`config.mk`:
```
export PLATFORM = sky130hd
export DESIGN_NAME = keypad_scan_ctrl
export DESIGN_NICKNAME = d
export VERILOG_FILES = /design/src/rtl/keypad_pkg.sv /design/src/rtl/scan_tick_gen.sv /design/src/rtl/keypad_scan_ctrl.sv
export SDC_FILE = /design/constraint.sdc
export NUM_CORES = 1
export LEC_CHECK = 0
export CAP_MARGIN = 20
export CORE_ASPECT_RATIO = 2
export CORE_MARGIN = 5
export CORE_UTILIZATION = 38
export DETAILED_ROUTE_END_ITERATION = 8
export PLACE_DENSITY = 0.55
export SLEW_MARGIN = 20
export SYNTH_ARGS = -nofsm -noshare
export SYNTH_HDL_FRONTEND = slang
export SYNTH_HIERARCHICAL = 1
export SYNTH_SLANG_ARGS = --single-unit
```
`constraint.sdc`:
```
create_clock -name clk -period 4.52 [get_ports clk]
set_clock_uncertainty 0.15 [all_clocks]
set_input_delay 0.452 -clock clk [delete_from_list [all_inputs] [get_ports clk]]
set_output_delay 0.452 -clock clk [all_outputs]
set_load 0.1 [all_outputs]
```
`src/rtl/keypad_pkg.sv`:
```
// Shared types, constants and helpers for the 4x4 keypad scan controller.
// Imported by scan_tick_gen and keypad_scan_ctrl.
package keypad_pkg;

  typedef enum logic [1:0] {
    SCAN     = 2'd0,
    DEBOUNCE = 2'd1,
    HELD     = 2'd2,
    RELEASE  = 2'd3
  } kp_state_t;

  localparam int NUM_ROWS = 4;
  localparam int NUM_COLS = 4;
  localparam logic [NUM_ROWS-1:0] ROWS_IDLE = 4'hF;

  function automatic logic [3:0] key_code_f(input logic [1:0] row, input logic [1:0] col);
    return {row, col};
  endfunction

  // Lowest-numbered row pulled low; the caller guarantees at least one is low.
  function automatic logic [1:0] low_row_f(input logic [NUM_ROWS-1:0] rows);
    logic [1:0] idx;
    if (!rows[0]) begin
      idx = 2'd0;
    end else if (!rows[1]) begin
      idx = 2'd1;
    end else if (!rows[2]) begin
      idx = 2'd2;
    end else begin
      idx = 2'd3;
    end
    return idx;
  endfunction

  function automatic logic [NUM_COLS-1:0] col_drive_f(input logic [1:0] col);
    return ~(4'b0001 << col);
  endfunction

endpackage

```
`src/rtl/scan_tick_gen.sv`:
```
// Free-running divider producing a one-clk scan-tick enable every CLK_DIV clocks,
// keeping the keypad logic on the single system clock.
module scan_tick_gen
  import keypad_pkg::*;
#(
  parameter int CLK_DIV = 50000,
  parameter int TICK_W  = 32
) (
  input  logic clk,
  input  logic reset,
  output logic tick
);

  localparam logic [TICK_W-1:0] CNT_LAST = TICK_W'(CLK_DIV - 1);
  localparam logic [TICK_W-1:0] CNT_ONE  = TICK_W'(1);

  logic [TICK_W-1:0] cnt_r;

  assign tick = (cnt_r == CNT_LAST);

  // Tick counter, wrapping to zero on the tick cycle.
  always_ff @(posedge clk or negedge reset) begin
    if (!reset) begin
      cnt_r <= '0;
    end else if (tick) begin
      cnt_r <= '0;
    end else begin
      cnt_r <= cnt_r + CNT_ONE;
    end
  end

endmodule

```
`src/rtl/keypad_scan_ctrl.sv`:
```
// 4x4 matrix keypad scanner: one-hot column drive, synchronized row sampling,
// press/release debounce and a valid/ack key handoff with overrun reporting.
module keypad_scan_ctrl
  import keypad_pkg::*;
#(
  parameter int CLK_DIV  = 50000,
  parameter int TICK_W   = 32,
  parameter int DB_TICKS = 4
) (
  input  logic       clk,
  input  logic       reset,
  input  logic [3:0] row_in,
  output logic [3:0] col_out,
  output logic [3:0] key_code,
  output logic       key_valid,
  input  logic       key_ack,
  output logic       key_lost
);

  localparam int CNT_W = $clog2(DB_TICKS + 1) + 1;
  localparam logic [CNT_W-1:0] DB_LAST = CNT_W'(DB_TICKS - 1);
  localparam logic [CNT_W-1:0] CNT_ONE = CNT_W'(1);

  logic                tick;
  logic [NUM_ROWS-1:0] sync1_r;
  logic [NUM_ROWS-1:0] rs_r;
  kp_state_t           state_r;
  logic [1:0]          col_idx_r;
  logic [1:0]          row_idx_r;
  logic [CNT_W-1:0]    cnt_r;

  logic       pressed_s;
  logic       row_low_s;
  logic       accept_s;
  logic [1:0] low_row_s;
  logic [1:0] acc_row_s;
  logic [1:0] col_next_s;

  scan_tick_gen #(
    .CLK_DIV (CLK_DIV),
    .TICK_W  (TICK_W)
  ) u_tick (
    .clk   (clk),
    .reset (reset),
    .tick  (tick)
  );

  // Two-flop synchronizer for the asynchronous row inputs.
  always_ff @(posedge clk or negedge reset) begin
    if (!reset) begin
      sync1_r <= ROWS_IDLE;
      rs_r    <= ROWS_IDLE;
    end else begin
      sync1_r <= row_in;
      rs_r    <= sync1_r;
    end
  end

  // Accept decision: with DB_TICKS==1 a key is accepted on the tick it is found.
  always_comb begin
    pressed_s  = (rs_r != ROWS_IDLE);
    low_row_s  = low_row_f(rs_r);
    row_low_s  = ~rs_r[row_idx_r];
    col_next_s = col_idx_r + 2'd1;
    acc_row_s  = row_idx_r;
    accept_s   = 1'b0;
    case (state_r)
      SCAN: begin
        accept_s  = tick && pressed_s && (DB_LAST == '0);
        acc_row_s = low_row_s;
      end
      DEBOUNCE: accept_s = tick && row_low_s && (cnt_r == DB_LAST);
      default:  accept_s = 1'b0;
    endcase
  end

  // Scan/debounce FSM; the column stays frozen while a key is being tracked.
  always_ff @(posedge clk or negedge reset) begin
    if (!reset) begin
      state_r   <= SCAN;
      col_idx_r <= 2'd0;
      row_idx_r <= 2'd0;
      cnt_r     <= '0;
      col_out   <= 4'b1110;
    end else if (tick) begin
      case (state_r)
        SCAN: begin
          if (pressed_s) begin
            row_idx_r <= low_row_s;
            cnt_r     <= CNT_ONE;
            if (DB_LAST == '0) begin
              state_r <= HELD;
            end else begin
              state_r <= DEBOUNCE;
            end
          end else begin
            col_idx_r <= col_next_s;
            col_out   <= col_drive_f(col_next_s);
          end
        end
        DEBOUNCE: begin
          if (row_low_s) begin
            cnt_r <= cnt_r + CNT_ONE;
            if (cnt_r == DB_LAST) begin
              state_r <= HELD;
            end else begin
              state_r <= DEBOUNCE;
            end
          end else begin
            state_r   <= SCAN;
            col_idx_r <= col_next_s;
            col_out   <= col_drive_f(col_next_s);
          end
        end
        HELD: begin
          if (!row_low_s) begin
            cnt_r <= CNT_ONE;
            if (DB_LAST == '0) begin
              state_r   <= SCAN;
              col_idx_r <= col_next_s;
              col_out   <= col_drive_f(col_next_s);
            end else begin
              state_r <= RELEASE;
            end
          end else begin
            state_r <= HELD;
          end
        end
        RELEASE: begin
          if (!row_low_s) begin
            cnt_r <= cnt_r + CNT_ONE;
            if (cnt_r == DB_LAST) begin
              state_r   <= SCAN;
              col_idx_r <= col_next_s;
              col_out   <= col_drive_f(col_next_s);
            end else begin
              state_r <= RELEASE;
            end
          end else begin
            state_r <= HELD;
          end
        end
        default: state_r <= SCAN;
      endcase
    end else begin
      state_r <= state_r;
    end
  end

  // Key handoff: an ack in the accept cycle frees the slot for the new code.
  always_ff @(posedge clk or negedge reset) begin
    if (!reset) begin
      key_code  <= 4'h0;
      key_valid <= 1'b0;
      key_lost  <= 1'b0;
    end else begin
      key_lost <= 1'b0;
      if (accept_s) begin
        if (!key_valid || key_ack) begin
          key_code  <= key_code_f(acc_row_s, col_idx_r);
          key_valid <= 1'b1;
        end else begin
          key_lost <= 1'b1;
        end
      end else if (key_ack) begin
        key_valid <= 1'b0;
      end else begin
        key_valid <= key_valid;
      end
    end
  end

endmodule

```
* After elaboration in Yosys (flattened, before gate mapping)
Index checks and enable logic that the tools add are counted.
** Word-level totals
- Register bits after elaboration :: 60
- Latch bits :: 0
- Bits in writable memories :: 0
- ROM bits :: 0
- Bits of input ports :: 7
- Memories kept :: 0
** Operators by class
- $add $sub $neg :: 3
- Multipliers :: 0
- Div/mod/pow operators :: 0
- Magnitude comparators :: 1
- Eq/ne operators :: 14
- Shift operators :: 1
- Muxes and demuxes :: 35
- Bitwise operators :: 2
- Reduce and logical (&&, ||, !) cells :: 13
** Operators by type and width (number)
- adder 32 x 1 -> 32 bit, second input constant :: 1
- equality test 32 x 16 -> 1 bit, second input constant :: 1
- 2-to-1 mux 32 bit :: 1
- 2-to-1 mux 4 bit :: 8
- 2-to-1 mux 2 bit :: 12
- one-hot mux 4 bit (4 select lines) :: 1
- inequality test 2 bit, second input constant :: 7
- one-hot mux 4 bit (3 select lines) :: 1
- 2-to-1 mux 1 bit :: 9
- one-hot mux 2 bit (4 select lines) :: 1
- one-hot mux 2 bit (3 select lines) :: 1
- AND reduction 2 bit :: 3
- AND reduction 6 bit :: 1
- AND reduction 5 bit :: 1
- adder 4 x 1 -> 4 bit, second input constant :: 1
- equality test 2 bit, second input constant :: 2
- equality test 4 x 2 -> 1 bit, second input constant :: 1
- inequality test 4 bit, second input constant :: 1
- inverter 4 bit :: 1
- << shifter 1 x 2 -> 4 bit, first input constant :: 1
- less-than comparator 2 x 3 -> 1 bit, second input constant :: 1
- AND reduction 3 bit :: 1
- nonzero test 3 bit :: 1
- adder 2 x 1 -> 2 bit, second input constant :: 1
- other kinds (9) :: 10

* Depth between registers and ports, before layout
- Word-level depth :: 8
- Mapped depth :: 8
- Mapped depth without buffers :: 8

* Modules after synthesis
Netlist, hierarchy kept.
** Modules (own cells, without submodules)
- scan_tick_gen :: instances 1, cells an instance 140, area each 1539.0 µm²
- keypad_scan_ctrl :: instances 1, cells an instance 97, area each 1256.2 µm²

* Least setup slack after synthesis
Ideal clock, no wire load.
- Path type :: register to register
- Start :: reg u_tick.cnt_r[0]
- End :: reg key_code[0]
- Library setup time :: 0.125 ns
- Data arrival time :: 2.589 ns
- Data required time :: 4.245 ns
- Setup slack :: 1.655 ns
- Stages on the path, launching flop included :: 9
- Buffers on the path :: 0
- Period minus slack after synthesis :: 2.865 ns
- Cell sequence :: dfrtp_1 ha_1 nand3_1 or2_1 nor3_4 inv_1 or4_4 nand2b_4 mux2_4
** Between the ends
- Cells in the longest elaborated chain, start to end :: 5
** Ends and longest elaborated chain
- from (decl) :: line scan_tick_gen.sv:17 : logic [TICK_W-1:0] cnt_r;
- from (signal assigned) :: line scan_tick_gen.sv:28 : cnt_r <= cnt_r + CNT_ONE;
- equality test 32 x 16 -> 1 bit :: line scan_tick_gen.sv:19 : assign tick = (cnt_r == CNT_LAST);
- net tick :: line keypad_scan_ctrl.sv:24 : logic tick;
- logical AND 1 bit (2 in series) :: line keypad_scan_ctrl.sv:72 : DEBOUNCE: accept_s = tick && row_low_s && (cnt_r == DB_LAST);
- 2-to-1 mux 1 bit :: line keypad_scan_ctrl.sv:67 : case (state_r)
- AND reduction 2 bit (no line)
- to (signal assigned) :: line keypad_scan_ctrl.sv:160 : key_code <= key_code_f(acc_row_s, col_idx_r);
- to (decl) :: line keypad_scan_ctrl.sv:14 : output logic [3:0] key_code,
The timed path passes the listed nets, and every way through them passes these cells.
A chain may end at the register's enable or synchronous reset.

* Worst setup path in the final report
- Start :: reg u_tick.cnt_r[0]
- End :: reg key_code[3]
The elaborated chain is that of the path after synthesis.

==> run summary <==
RUN STATUS
----------------------------------------------------------------------------------
Run status .......................................................... complete, no violations

FINISH
----------------------------------------------------------------------------------
Filler cell count ...................................................          689
Post-route cell area ................................................     3370 µm²
Antenna cells .......................................................            0
Area occupied by multi-input gates ..................................     1210 µm²
Share of final-layout standard cells stronger than drive strength 1 .        17.9%
Area grow syn2layout ................................................        20.6%
Layout Nets .........................................................          277
Register area .......................................................     1520 µm²

STA
----------------------------------------------------------------------------------
Hold Fails Final Rpt ................................................            0
Shortest period the worst path allows ...............................      2920 ps
Maximum frequency from static timing analysis .......................    0.342 GHz
Aggregate negative setup slack ......................................         0 ps
Transition time of the tightest slew-check pin ......................       966 ps
Final setup violation count .........................................            0
Setup slack after layout ............................................      1600 ps
Number of max-slew violations in the final report ...................            0
Relative slew margins ...............................................        35.4%
Post-Route Hold Slack ...............................................       122 ps
Period utilisation layout ...........................................        64.6%
Unrepaired setup endpoints after global routing .....................           no

SYNTH
----------------------------------------------------------------------------------
Syn avg cell area ...................................................     11.8 µm²
Synth top cells by count ............................................ sky130_fd_sc_hd__dfrtp_1 (49), sky130_fd_sc_hd__xnor2_1 (24), sky130_fd_sc_hd__nand4_1 (16), sky130_fd_sc_hd__nor2_1 (16), sky130_fd_sc_hd__inv_1 (14)
Top cells by area, synth ............................................ sky130_fd_sc_hd__dfrtp_1 (44%), sky130_fd_sc_hd__dfstp_2 (10%), sky130_fd_sc_hd__xnor2_1 (7.5%), sky130_fd_sc_hd__nand4_1 (3.6%), sky130_fd_sc_hd__ha_1 (2.7%)
EDFF count, synth ...................................................            0
Most common cell in the netlist ..................................... sky130_fd_sc_hd__dfrtp_1
Biggest area consumer among synthesized cells ....................... sky130_fd_sc_hd__dfrtp_1
Total number of yosys warnings ......................................            6
Combined area of all synthesized cells ..............................     2800 µm²
Syn Nets ............................................................          250
Share of async-settable or async-resettable flops after synthesis ...         100%
Top_reg_cell synth .................................................. sky130_fd_sc_hd__dfrtp_1
Sequential share of the synthesized area ............................        54.2%
Count of cell types in the netlist ..................................           50
Number of instances in the synthesized netlist ......................          237
Portion of synthesized cell area occupied by the leading cell type ..        43.9%
Number of register bits inferred by synthesis .......................           60

SETUP PATH
----------------------------------------------------------------------------------
Element type at the critical path end ...............................    flip-flop
Type of the worst setup path ........................................      reg2reg
Worst-path cell chain ............................................... ha_1 > nand3_1 > or2_1 > nor3_4 > buf_4 > inv_1 > or4_4 > nand2b_4 > mux2_4
Critical Path Start Type ............................................    flip-flop
Count of buffer and inverter cells on the critical path .............            2
Crit path required time .............................................      4580 ps
Largest fanout of any net on the critical path ......................           13
Top cell family by delay on the critical path ....................... simple AND/OR/NAND/NOR gates
Data arrival time at the worst-slack endpoint .......................      2980 ps
Slowest stage cell, crit path ....................................... sky130_fd_sc_hd__or4_4
Stage delay of the slowest cell on the critical path ................       540 ps

DIE
----------------------------------------------------------------------------------
X dimension of the die ..............................................      70.6 µm
Area of the die .....................................................     9270 µm²
Height of the die ...................................................       131 µm
Initial Util ........................................................        38.8%
Placeable core region ...............................................     7210 µm²
Standard-cell rows ..................................................           44
Number of top-level design ports ....................................           17

CTS
----------------------------------------------------------------------------------
Sinks on Clock Net ..................................................           60
Postcts setup bufs ..................................................            0
Clock Root Buffer ................................................... sky130_fd_sc_hd__clkbuf_16
Buffers from clock root to sink, at most ............................            2
Clk Latency, worst-skew pair ........................................       330 ps
Clock tree from TritonCTS ...........................................         done
Number of clock buffers inserted by TritonCTS .......................            9
Post-CTS Hold Buffers ...............................................            0
PostCTS Resize Cnt ..................................................            0
Clock-pin slew on the worst setup and hold paths ....................        50 ps
Clock H-tree levels .................................................            3

POWER AND IR DROP
----------------------------------------------------------------------------------
Peak ir drop on the vdd network .....................................       227 µV
Pwr Density .........................................................   371 nW/µm²
Cell leakage power ..................................................      1.50 nW

PLACE
----------------------------------------------------------------------------------
Setup slack after placement .........................................      1580 ps
Placed cell area ....................................................     3070 µm²
HPWL after detailed placement .......................................      3600 µm
Gpl congestion ......................................................        0.752
Port bufs ...........................................................           16

GLOBAL ROUTE
----------------------------------------------------------------------------------
Number of global-route vias before repair ...........................         1874
Total global-route track usage ......................................        12.4%
Wire length of the first global-routing pass ........................      8850 µm
Pin count of the biggest net entering global routing ................           61
Overflow left after global routing ..................................            0
Antenna violations before repair ....................................            0

ROUTING
----------------------------------------------------------------------------------
Drt first pass iters ................................................            5
First-iteration detailed-routing DRC count ..........................           62
Detail-routed net length per standard cell ..........................      14.4 µm
Total number of vias ................................................         1884
DRC violation count after routing ...................................            0
Via density .........................................................         5.23
Total detailed-routing wirelength ...................................      5180 µm
Antenna Nets Post-Route .............................................            0

FLOW RUN
----------------------------------------------------------------------------------
Max-cap check violation count .......................................            0

WORST HOLD PATH
----------------------------------------------------------------------------------
Worst min path class ................................................     in2async

per-stage QoR:
step                total power (W)  instances  util (%)
floorplan                  0.000559        237         -
global placement           0.000576        345      42.5
detailed placement         0.000576        345      42.5
CTS                         0.00127        360      46.8
global route                0.00129        360      46.8
finish                      0.00125        360      46.8
layer usage:
metal / part of all wire [%] / GRT usage, % / wire length (µm) / vias to the layer above
met5: 0 / 0 / 0 / -
met4: 4.6 / 10.4 / 238 / 0
met3: 3.6 / 3.06 / 185 / 13
met2: 51 / 19.8 / 2660 / 35
met1: 40 / 13.4 / 2100 / 940
li1: - / - / - / 896
worst register-to-register path: cells and delay by family (launching register included):
family	cells	cell delay [ps]
buf+inv	2	340
simple gates	5	1380
mux	1	300
fa+ha+maj	1	230
flops	1	420
final cells by class:
class	instances	area share (%)
clock inverter	1	0.891
sequential	60	44.9
clock buffer	14	8.13
multi-input combinational	161	36.0
tap	92	3.41
inverter	14	1.56
timing repair buffer	18	5.05
cells by family after synthesis:
logic type / after synthesis / synth area share [%]
xor gates and xnor gates: 30 / 9.40
buffers and inverters: 16 / 2.33
adders and majority gates: 6 / 2.69
DFF: 60 / 54.2
muxes: 15 / 6.71
and+or+nand+nor: 92 / 20.0
AOI/OAI and AO/OA: 18 / 4.70
sequential cells by signal, indices dropped and copies added (netlist names):
| signal | flops |
|---|---|
| cnt_r | 4 |
| col_idx_r | 2 |
| col_out | 4 |
| key_code | 4 |
| key_lost | 1 |
| key_valid | 1 |
| row_idx_r | 2 |
| rs_r | 4 |
| state_r | 2 |
| sync1_r | 4 |
| u_tick/cnt_r | 32 |
cell usage in the layout (no fill, tap or decap), types with 2 or more instances in the layout:
| master | Yosys | routed |
|---|---|---|
| sky130_fd_sc_hd__dfrtp_1 | 49 | 49 |
| sky130_fd_sc_hd__dfstp_2 | 11 | 11 |
| sky130_fd_sc_hd__mux2_4 | 4 | 4 |
| sky130_fd_sc_hd__clkdlybuf4s50_1 | 0 | 15 |
| sky130_fd_sc_hd__o21ai_0 | 4 | 4 |
| sky130_fd_sc_hd__xor2_1 | 6 | 6 |
| sky130_fd_sc_hd__clkbuf_8 | 0 | 3 |
| sky130_fd_sc_hd__nor4_1 | 4 | 4 |
| sky130_fd_sc_hd__inv_1 | 14 | 14 |
| sky130_fd_sc_hd__mux2_2 | 4 | 4 |
| sky130_fd_sc_hd__nand3_1 | 13 | 13 |
| sky130_fd_sc_hd__clkbuf_1 | 0 | 2 |
| sky130_fd_sc_hd__and3_1 | 5 | 5 |
| sky130_fd_sc_hd__nor3_1 | 7 | 7 |
| sky130_fd_sc_hd__and4_1 | 2 | 2 |
| sky130_fd_sc_hd__nor2_1 | 16 | 16 |
| sky130_fd_sc_hd__o31ai_1 | 3 | 3 |
| sky130_fd_sc_hd__nand4_1 | 16 | 16 |
| sky130_fd_sc_hd__buf_4 | 1 | 2 |
| sky130_fd_sc_hd__ha_1 | 6 | 6 |
| sky130_fd_sc_hd__xnor2_1 | 24 | 24 |
| sky130_fd_sc_hd__mux2i_1 | 6 | 6 |
| sky130_fd_sc_hd__clkbuf_16 | 0 | 9 |
| sky130_fd_sc_hd__nand2_1 | 12 | 12 |
worst paths after layout:
check | from | endpoint | slack [ps] | depth (start not counted)
worst max-delay path | u_tick/cnt_r[0]$_DFF_PN0_ | key_code[3]$_DFFE_PN0P_ | 1600 | 9
worst min-delay path | reset | row_idx_r[1]$_DFFE_PN0P_ | 120 | 2
worst max register to register | u_tick/cnt_r[0]$_DFF_PN0_ | key_code[3]$_DFFE_PN0P_ | 1600 | 9
worst min register to register | sync1_r[1]$_DFF_PN1_ | rs_r[1]$_DFF_PN1_ | 200 | 0
max in group asynchronous | reset | cnt_r[3]$_DFFE_PN0P_ | 3580 | 2
min in group clk | sync1_r[1]$_DFF_PN1_ | rs_r[1]$_DFF_PN1_ | 200 | 0
where the power goes:
group          internal, W  switching (W)   total, W
Sequential        0.000545     0.00000243   0.000547
Combinational   0.00000665      0.0000127  0.0000194
Clock             0.000468       0.000217   0.000685
Note: power is estimated with default switching activity, not from simulation.
